`src/rtl/noc_output_rr_arbiter.sv`:
```
// noc_output_rr_arbiter
//   Round-robin packet arbiter for one router output port. It is shared by
//   five inputs (N, S, W, E, L). A grant stays locked for a whole wormhole
//   packet. Priority rotates only when a packet is released. A hold watchdog
//   force-releases a packet that keeps the port too long.
// Ports
//   clk_i, rst_n_i  clock, async active-low reset
//   req_i[4:0]      requests, [4]=N [3]=S [2]=W [1]=E [0]=L
//   tail_i          granted input's current flit is a tail
//   out_ready_i     downstream can take a flit this cycle
//   grant_o[4:0]    one-hot grant (registered), same order as req_i
//   grant_sel_o     crossbar select N=0..L=4 (registered), 0 when idle
//   grant_valid_o   grant held (registered)
//   fire_o          flit transfers this cycle (combinational)
//   timeout_o       one-cycle pulse after a watchdog release (registered)
module noc_output_rr_arbiter #(
  parameter int unsigned HOLD_MAX = 64,
  parameter int unsigned CNT_W    = 7
) (
  input  logic       clk_i,
  input  logic       rst_n_i,
  input  logic [4:0] req_i,
  input  logic       tail_i,
  input  logic       out_ready_i,
  output logic [4:0] grant_o,
  output logic [2:0] grant_sel_o,
  output logic       grant_valid_o,
  output logic       fire_o,
  output logic       timeout_o
);

  localparam int unsigned NUM_IN = 5;
  localparam int unsigned IDX_W  = 3;
  localparam int unsigned SUM_W  = IDX_W + 1;

  typedef enum logic {ST_IDLE, ST_LOCKED} state_e;

  state_e              state_q, state_d;
  logic [IDX_W-1:0]    ptr_q, ptr_d;
  logic [IDX_W-1:0]    gidx_q, gidx_d;
  logic [CNT_W-1:0]    hcnt_q, hcnt_d;
  logic [NUM_IN-1:0]   grant_q, grant_d;
  logic [IDX_W-1:0]    sel_q, sel_d;
  logic                valid_q, valid_d;
  logic                timeout_q, timeout_d;

  logic [NUM_IN-1:0]   req_idx;
  logic [IDX_W-1:0]    nxt_ptr;
  logic [IDX_W:0]      idle_pick;
  logic [IDX_W:0]      rel_pick;
  logic                rel;
  logic                rel_timeout;

  // First requester at or after ptr, wrapping mod NUM_IN; {found, index}.
  function automatic logic [IDX_W:0] rr_pick(input logic [IDX_W-1:0] ptr,
                                             input logic [NUM_IN-1:0] req);
    logic [SUM_W-1:0] sum;
    logic [IDX_W-1:0] win;
    logic             found;
    found = 1'b0;
    win   = '0;
    for (int i = 0; i < NUM_IN; i++) begin
      sum = SUM_W'(ptr) + SUM_W'(i);
      if (sum >= SUM_W'(NUM_IN)) sum = sum - SUM_W'(NUM_IN);
      if (!found && req[sum[IDX_W-1:0]]) begin
        found = 1'b1;
        win   = sum[IDX_W-1:0];
      end
    end
    return {found, win};
  endfunction

  // Reorder requests so bit k is input index k (N=0 .. L=4).
  always_comb begin
    req_idx = '0;
    for (int k = 0; k < NUM_IN; k++) req_idx[k] = req_i[NUM_IN-1-k];
  end

  assign nxt_ptr   = (gidx_q == IDX_W'(NUM_IN-1)) ? '0 : gidx_q + IDX_W'(1);
  assign idle_pick = rr_pick(ptr_q, req_idx);
  assign rel_pick  = rr_pick(nxt_ptr, req_idx);
  assign fire_o    = (state_q == ST_LOCKED) & req_idx[gidx_q] & out_ready_i;

  // Release priority: tail fire, then abort, then watchdog.
  always_comb begin
    rel         = 1'b0;
    rel_timeout = 1'b0;
    if (state_q == ST_LOCKED) begin
      if (fire_o && tail_i) begin
        rel = 1'b1;
      end else if (!req_idx[gidx_q]) begin
        rel = 1'b1;
      end else if (hcnt_q == CNT_W'(HOLD_MAX-1)) begin
        rel         = 1'b1;
        rel_timeout = 1'b1;
      end
    end
  end

  // Next-state and registered-output logic.
  always_comb begin
    state_d   = state_q;
    ptr_d     = ptr_q;
    gidx_d    = gidx_q;
    hcnt_d    = hcnt_q;
    timeout_d = 1'b0;
    case (state_q)
      ST_IDLE: begin
        if (idle_pick[IDX_W]) begin
          state_d = ST_LOCKED;
          gidx_d  = idle_pick[IDX_W-1:0];
          hcnt_d  = '0;
        end
      end
      ST_LOCKED: begin
        if (rel) begin
          ptr_d     = nxt_ptr;
          timeout_d = rel_timeout;
          if (rel_pick[IDX_W]) begin
            gidx_d = rel_pick[IDX_W-1:0];
            hcnt_d = '0;
          end else begin
            state_d = ST_IDLE;
          end
        end else begin
          hcnt_d = hcnt_q + CNT_W'(1);
        end
      end
      default: state_d = ST_IDLE;
    endcase
    valid_d = (state_d == ST_LOCKED);
    grant_d = valid_d ? (NUM_IN'(5'b10000) >> gidx_d) : '0;
    sel_d   = valid_d ? gidx_d : '0;
  end

  always_ff @(posedge clk_i or negedge rst_n_i) begin
    if (!rst_n_i) begin
      state_q   <= ST_IDLE;
      ptr_q     <= '0;
      gidx_q    <= '0;
      hcnt_q    <= '0;
      grant_q   <= '0;
      sel_q     <= '0;
      valid_q   <= 1'b0;
      timeout_q <= 1'b0;
    end else begin
      state_q   <= state_d;
      ptr_q     <= ptr_d;
      gidx_q    <= gidx_d;
      hcnt_q    <= hcnt_d;
      grant_q   <= grant_d;
      sel_q     <= sel_d;
      valid_q   <= valid_d;
      timeout_q <= timeout_d;
    end
  end

  assign grant_o       = grant_q;
  assign grant_sel_o   = sel_q;
  assign grant_valid_o = valid_q;
  assign timeout_o     = timeout_q;

endmodule

```
`config.mk`:
```
export PLATFORM = sky130hd
export DESIGN_NAME = noc_output_rr_arbiter
export DESIGN_NICKNAME = d
export VERILOG_FILES = /design/src/rtl/noc_output_rr_arbiter.sv
export SDC_FILE = /design/constraint.sdc
export NUM_CORES = 1
export LEC_CHECK = 0
export ABC_AREA = 1
export CAP_MARGIN = 5
export CORE_MARGIN = 3
export CORE_UTILIZATION = 40
export CTS_BUF_LIST = sky130_fd_sc_hd__clkbuf_4
export DETAILED_ROUTE_END_ITERATION = 16
export HOLD_SLACK_MARGIN = 0.02
export MAX_ROUTING_LAYER = met4
export PLACE_DENSITY = 0.67
export SYNTH_ARGS = -nofsm -noshare
export SYNTH_HDL_FRONTEND = slang
export SYNTH_SLANG_ARGS = --single-unit
export TNS_END_PERCENT = 30
```
`constraint.sdc`:
```
create_clock -name clk_i -period 3 [get_ports clk_i]
set_input_delay 0.6 -clock clk_i [delete_from_list [all_inputs] [get_ports clk_i]]
set_output_delay 0.6 -clock clk_i [all_outputs]
set_load 0.01 [all_outputs]
```
**Word-level counts from Yosys, hierarchy flattened**

Cells that the tools add are included.

- Latch bits: 0
- Output and inout port bits: 11
- Memory bits (writable): 0
- Input port bits: 9
- Register bits after elaboration: 23
- Memory bits (read-only): 0
- Memories kept: 0
- Logic and storage cells: 150

- Mux-type cells: 75
- Bitwise operators: 3
- $mul: 0
- Equal/unequal tests: 4
- Div/mod/pow operators: 0
- Shift operators: 1
- $lt $le $gt $ge: 21
- Reductions and logical operators: 19
- Add/subtract/negate cells: 20

Operator list:

| kind | number |
|---|---|
| $mux W3 | 25 |
| $lt A3 B4 Y1 const B | 11 |
| $bmux W1 S3 | 11 |
| $ge A4 B3 Y1 const B | 8 |
| $mux W1 | 32 |
| $sub A3 B3 Y3 const B | 10 |
| $mux W7 | 3 |
| $add A3 B2 Y4 const B | 4 |
| $pmux W7 S2 | 1 |
| $logic_and A1 B1 Y1 | 9 |
| $add A3 B1 Y4 const B | 2 |
| $add A3 B3 Y4 const B | 2 |
| $logic_not A1 Y1 | 8 |
| $add A7 B1 Y7 const B | 1 |
| $eq A7 B6 Y1 const B | 1 |
| $ge A3 B3 Y1 const B | 2 |
| $pmux W3 S2 | 1 |
| $mux W5 | 1 |
| $shr A5 B3 Y5 const A | 1 |
| $reduce_and A2 Y1 | 2 |
| $add A3 B1 Y3 const B | 1 |
| $eq A3 B3 Y1 const B | 1 |
| $ne A3 B3 Y1 const B | 1 |
| $and A1 B1 Y1 | 2 |
| 3 further kinds | 3 |

**Logic depth before layout (Yosys ltp)**

Gate-level depths: netlist of the first run.

- Depth after elaboration: 24
- Mapped depth: 27
- Depth with buffers taken out: 27

**Worst setup path before layout of the first run**

Ideal clock, no wire load.

- Kind: flip-flop to flip-flop
- Start: register gidx_q[0]
- End: register hcnt_q[3]
- Library setup time: 125 ps
- Required time: 2875 ps
- Stages on the path, launching flop included: 23
- Period minus slack after synthesis: 3198 ps
- Path buffers: 1
- Arrival time: 3073 ps
- Slack: -198 ps
- Cells stage by stage: dfrtp_1 -> inv_2 -> ha_1 -> nand2_4 -> nand3_4 -> inv_1 -> fa_1 -> nor2_1 -> nor2_1 -> xor2_2 -> clkinv_2 -> nand2_1 -> nand3_1 -> nand2_1 -> nand2_2 -> nand2_4 -> nor3_4 -> nand4_1 -> nand2_1 -> buf_4 -> nor2_1 -> o21ai_1 -> a21oi_1

- Cells in the longest elaborated chain, start to end: 21
- Elaborated cells between the ends (all ways): 57
- Classes of those cells: add/sub (10); order compare (5); eq/ne (2); mux (28); bitwise (2); reduce/logical (10)

Ends and longest elaborated chain:

| item | RTL line | text |
|---|---|---|
| start, declared | 40 | `logic [IDX_W-1:0] gidx_q, gidx_d;` |
| start signal, assigned | 149 | `gidx_q <= gidx_d;` |
| $add A3 B1 Y3 / $eq A3 B3 Y1 (equally long branches) | 79 | `assign nxt_ptr = (gidx_q == IDX_W'(NUM_IN-1)) ? '0 : gidx_q + IDX_W'(1);` |
| $mux W3 * | 79 |  |
| net nxt_ptr[2] | 48 | `logic [IDX_W-1:0] nxt_ptr;` |
| parallel branches: the longest is 16 deep, another holds $add A3 B1 Y4 | -- |  |
| $mux W1 * | 65 | `if (!found && req[sum[IDX_W-1:0]]) begin` |
| $ne A3 B3 Y1 (no line) * | -- |  |
| $reduce_and A2 Y1 (no line) * | -- |  |
| end signal, assigned | 150 | `hcnt_q <= hcnt_d;` |
| end, declared | 41 | `logic [CNT_W-1:0] hcnt_q, hcnt_d;` |

Mark *: on every way through the listed nets, which the timed path passes. The select of a mux whose other input is x is not followed.
A chain may end at the register's enable or synchronous reset.

**Worst setup path after layout of the first run**

- Start: register gidx_q[1]
- End: register grant_q[2] (netlist: grant_o[2])

- Cells in the longest elaborated chain, start to end: 24
- Elaborated cells between the ends (all ways): 67
- Classes of those cells: add/sub (10); order compare (5); eq/ne (1); shift (1); mux (39); bitwise (2); reduce/logical (9)

Ends and longest elaborated chain:

| item | RTL line | text |
|---|---|---|
| $add A3 B1 Y3 / $eq A3 B3 Y1 (equally long branches) | 79 |  |
| $mux W3 * | 79 |  |
| net nxt_ptr[2] | 48 |  |
| parallel branches: the longest is 17 deep, another holds $add A3 B1 Y4 | -- |  |
| $mux W3 * | 119 | `if (rel_pick[IDX_W]) begin` |
| $mux W3 * | 116 | `if (rel) begin` |
| $pmux W3 S2 * | 107 | `case (state_q)` |
| net gidx_d[1] | 40 |  |
| $shr A5 B3 Y5 * | 132 | `grant_d = valid_d ? (NUM_IN'(5'b10000) >> gidx_d) : '0;` |
| $mux W5 * | 132 |  |
| net grant_d[2] | 42 | `logic [NUM_IN-1:0] grant_q, grant_d;` |
| end signal, assigned | 151 | `grant_q <= grant_d;` |
| end, declared | 42 |  |

Marked as above.

==> results of run 1 <==
cell families (layout without fill, tap and decap cells):
logic type	after synthesis	after routing	share of synthesized area
fa+ha+maj	21	21	0.0915
simple gates	296	296	0.481
compound gates	66	66	0.134
xor+xnor	4	4	0.0140
flops	23	23	0.190
buf+inv	66	167	0.0899
sequential cells by signal, summed over array words and instances, names as in the netlist:
register	flops
grant_sel_o	3
grant_valid_o	1
grant_o	5
hcnt_q	7
timeout_o	1
ptr_q	3
gidx_q	3
cell usage in the layout (no fill, tap or decap), types with 2 or more instances in the layout:
master           netlist  layout
nand3_4                2       2
inv_4                  0       2
nand4_2                2       2
clkdlybuf4s50_1        0      17
nand3b_1               4       4
xor2_1                 3       3
o21ai_0               20      17
inv_2                  8      11
a21oi_4                2       2
o211ai_1               7       7
clkinv_1               2       2
nand3_2                6       8
nor3_1                 2       2
nor2_2                 5       8
o21ai_2                3       5
dfrtp_1               23      22
a21oi_1               12      11
ha_1                  19      16
clkinv_2               1       2
nand2_8                1       2
nand2_2               16      22
nand4_1               11      11
o21ai_1               14      15
buf_4                  1      80
dlymetal6s2s_1         0       2
clkbuf_4               0       3
o31ai_1                3       3
nor2_1                36      33
nand3_1               54      52
nand2_1              145     138
inv_1                 49      44
ha_4                   0       2
nand2_4                9       9
stage by stage:
stage / cells / worst slack [ns] / hold slack [ns] / TNS, ns
final: 676 / -0.102 / 0.514 / -0.710
after global routing: 676 / -0.349 / 0.543 / -4.35
after CTS: 675 / -0.100 / 0.513 / -0.551
after detailed placement: 664 / -0.200 / 0.489 / -2.02
after global placement: 664 / -0.0970 / 0.472 / -0.753
after floorplan: 476 / 0.00221 / 0.304 / 0
final cells by class:
| type | instances | share of cell area |
|---|---|---|
| clock inverter | 1 | 0.00122 |
| multi-input combinational | 387 | 0.559 |
| timing repair buffer | 101 | 0.202 |
| inverter | 62 | 0.0609 |
| tap | 99 | 0.0303 |
| clock buffer | 3 | 0.00551 |
| sequential | 23 | 0.141 |
final timing paths:
path / end / slack, ns / cells past startpoint / from
setup / recovery: grant_o[2]$_DFF_PN0_ / -0.10 / 25 / gidx_q[1]$_DFF_PN0_
max in group asynchronous: gidx_q[0]$_DFF_PN0_ / 1.51 / 1 / rst_n_i
hold / removal: hcnt_q[6]$_DFFE_PN0P_ / 0.51 / 2 / hcnt_q[6]$_DFFE_PN0P_
hold reg to reg: hcnt_q[6]$_DFFE_PN0P_ / 0.51 / 2 / hcnt_q[6]$_DFFE_PN0P_
min in group asynchronous: ptr_q[0]$_DFFE_PN0P_ / 0.82 / 1 / rst_n_i
setup reg to reg: grant_o[2]$_DFF_PN0_ / -0.10 / 25 / gidx_q[1]$_DFF_PN0_
what timing repair did:
| action | in CTS | in global routing |
|---|---|---|
| buffers inserted | 7 | 1 |
| gates cloned | 0 | 0 |
| resized for setup | 19 | 11 |
| setup endpoints to repair | 17 | 20 |
| endpoints found under the hold margin | 0 | 0 |
| pin swaps | 11 | 6 |
worst reg2reg max path, cell delays in order (launching register included):
cell and delay [ns]:
dfrtp_1 0.45, inv_2 0.10, ha_4 0.16, nand2_8 0.07, nand3_4 0.09, inv_4 0.05, fa_2 0.37, nor2_2 0.13
nor2_2 0.07, xor2_2 0.21, clkinv_2 0.11, nand2_1 0.07, nand3_1 0.06, nand2_1 0.09, nand2_2 0.06, nand2_4 0.08
nand4_1 0.15, nor2_1 0.12, nor2_1 0.05, nand3_1 0.07, nand2_1 0.06, nand2_1 0.07, nand2_2 0.09, nand2_4 0.12
nand2_1 0.05, nor2_1 0.09
per-layer routing:
| layer | track usage | share of wire | routed length [um] | vias up |
|---|---|---|---|---|
| met4 | 0.0537 | 0.0072 | 63 | 0 |
| met5 | - | 0 | 0 | - |
| li1 | - | - | - | 1766 |
| met2 | 0.366 | 0.50 | 4340 | 83 |
| met1 | 0.268 | 0.45 | 3890 | 1615 |
| met3 | 0.0193 | 0.047 | 413 | 7 |
==> impl_metrics.yaml, run 1 <==
synthesis:
  synth_warnings: 0
  syn_nets: 506
  synth_edf_count: 0
  syn-cell-area_sq_um: 3040
  yosysTopAreaCell: "dfrtp_1"
  synth-seq-area-share: 0.190
  synth_area_leaders: "dfrtp_1 19%, nand2_1 18%, nand3_1 8.9%"
  syn-instance-count: 476
  syn_area_per_cell_sq_um: 6.38
  synth.most_common_cell: "nand2_1"
  yosys-top-cells-count: "145 x nand2_1, 54 x nand3_1, 49 x inv_1"
  async_flop_share: 1.00
  ys_ff_latch: 23
  synth_top_flop_cell: "dfrtp_1"
  netlist.area_leader.share: 0.190
  synth_cell_types: 41
finish:
  register_area_sq_um: 577
  drive_gt1_frac: 0.298
  final_util: 0.561
  diodes: 0
  design_area_sq_um: 4090
  multi_input_area_sq_um: 2280
  finalNetCount: 608
  area_delta_synth_final_pct: 34.7
  nFillCells: 742
floorplanning:
  rows: 31
  start_util: 0.416
  pin_count: 20
  die_w_um: 93.1
  dieArea_sq_um: 8670
  core_area_sq_um: 7290
  dieHeight_um: 93.1
setup_path:
  critical_path_required_ns: 3.25
  path_buf_inv: 3
  arrival_ns: 3.36
  crit_family: "simple AND/OR/NAND/NOR gates"
  path_common_cell: "nand2_1"
  setup.worst_path.end_class: "flop"
  crit_path_max_incr_delay_ns: 0.45
  crit_slowest_cell: "dfrtp_1"
  crit_fanout: 4
  critPathKind: "flop to flop"
  cp-start-kind: "flop"
placed_design:
  gp_congestion: 0.898
  dp_hpwl_mm: 7.13
  placed_area_sq_um: 3890
  io_buffers: 19
run_status:
  violations: "negative setup slack"
  status: "finished, violations left"
timing:
  slew-limit-headroom: 0.329
  max_freq_mhz: 322
  skew_ns: 0.00114
  finalCritPeriodShare: 1.03
  period_needed_ns: 3.10
  rsz0062_at_grt: "yes"
  tightest_slew_ns: 1.00
  finalHoldViolations: 0
  timing.final.ws_setup_ns: -0.102
  setup_violations: 14
  maxSlewViolCount: 0
global_routing:
  antenna_found_initial: 0
  grt_max_degree: 24
  grt_pass1_vias: 3298
  grt_usage: 0.212
  grt_pass1_wl_mm: 14.8
  grt_overflow: 0
route:
  finalWirelength_mm: 8.71
  dr.pass1.iters: 5
  drc: 0
  routedWlPerCell_um: 12.9
  postRouteAntennaNets: 0
  vias_per_cell: 5.13
  first_iter_violations: 223
  num_vias: 3471
clock_network:
  clk_latency_ns: 0.31
  ctsLongestPathBuffers: 2
  cts_tree: "yes"
  cts_hold_buffers: 0
  cts_buffers: 3
  numClockSinks: 23
  htreeDepth: 1
  clk_pin_slew_ns: 0.13
  cts_root_buffer: "clkbuf_4"
hold_path:
  hp-class: "flop to flop"
run:
  maxCapViolCount: 0
Power of run 1 is left out: the tool's default activity adds up to more than one toggle a clock period on the data nets, which glitch-free logic cannot reach.
==> inputs of run 2 (changes only) <==
- SLEW_MARGIN: unset -> 15
==> results of run 2 <==
No change in the layout: final DEF, timing and power equal those of run 1.
Power of run 2 is left out for the same reason.
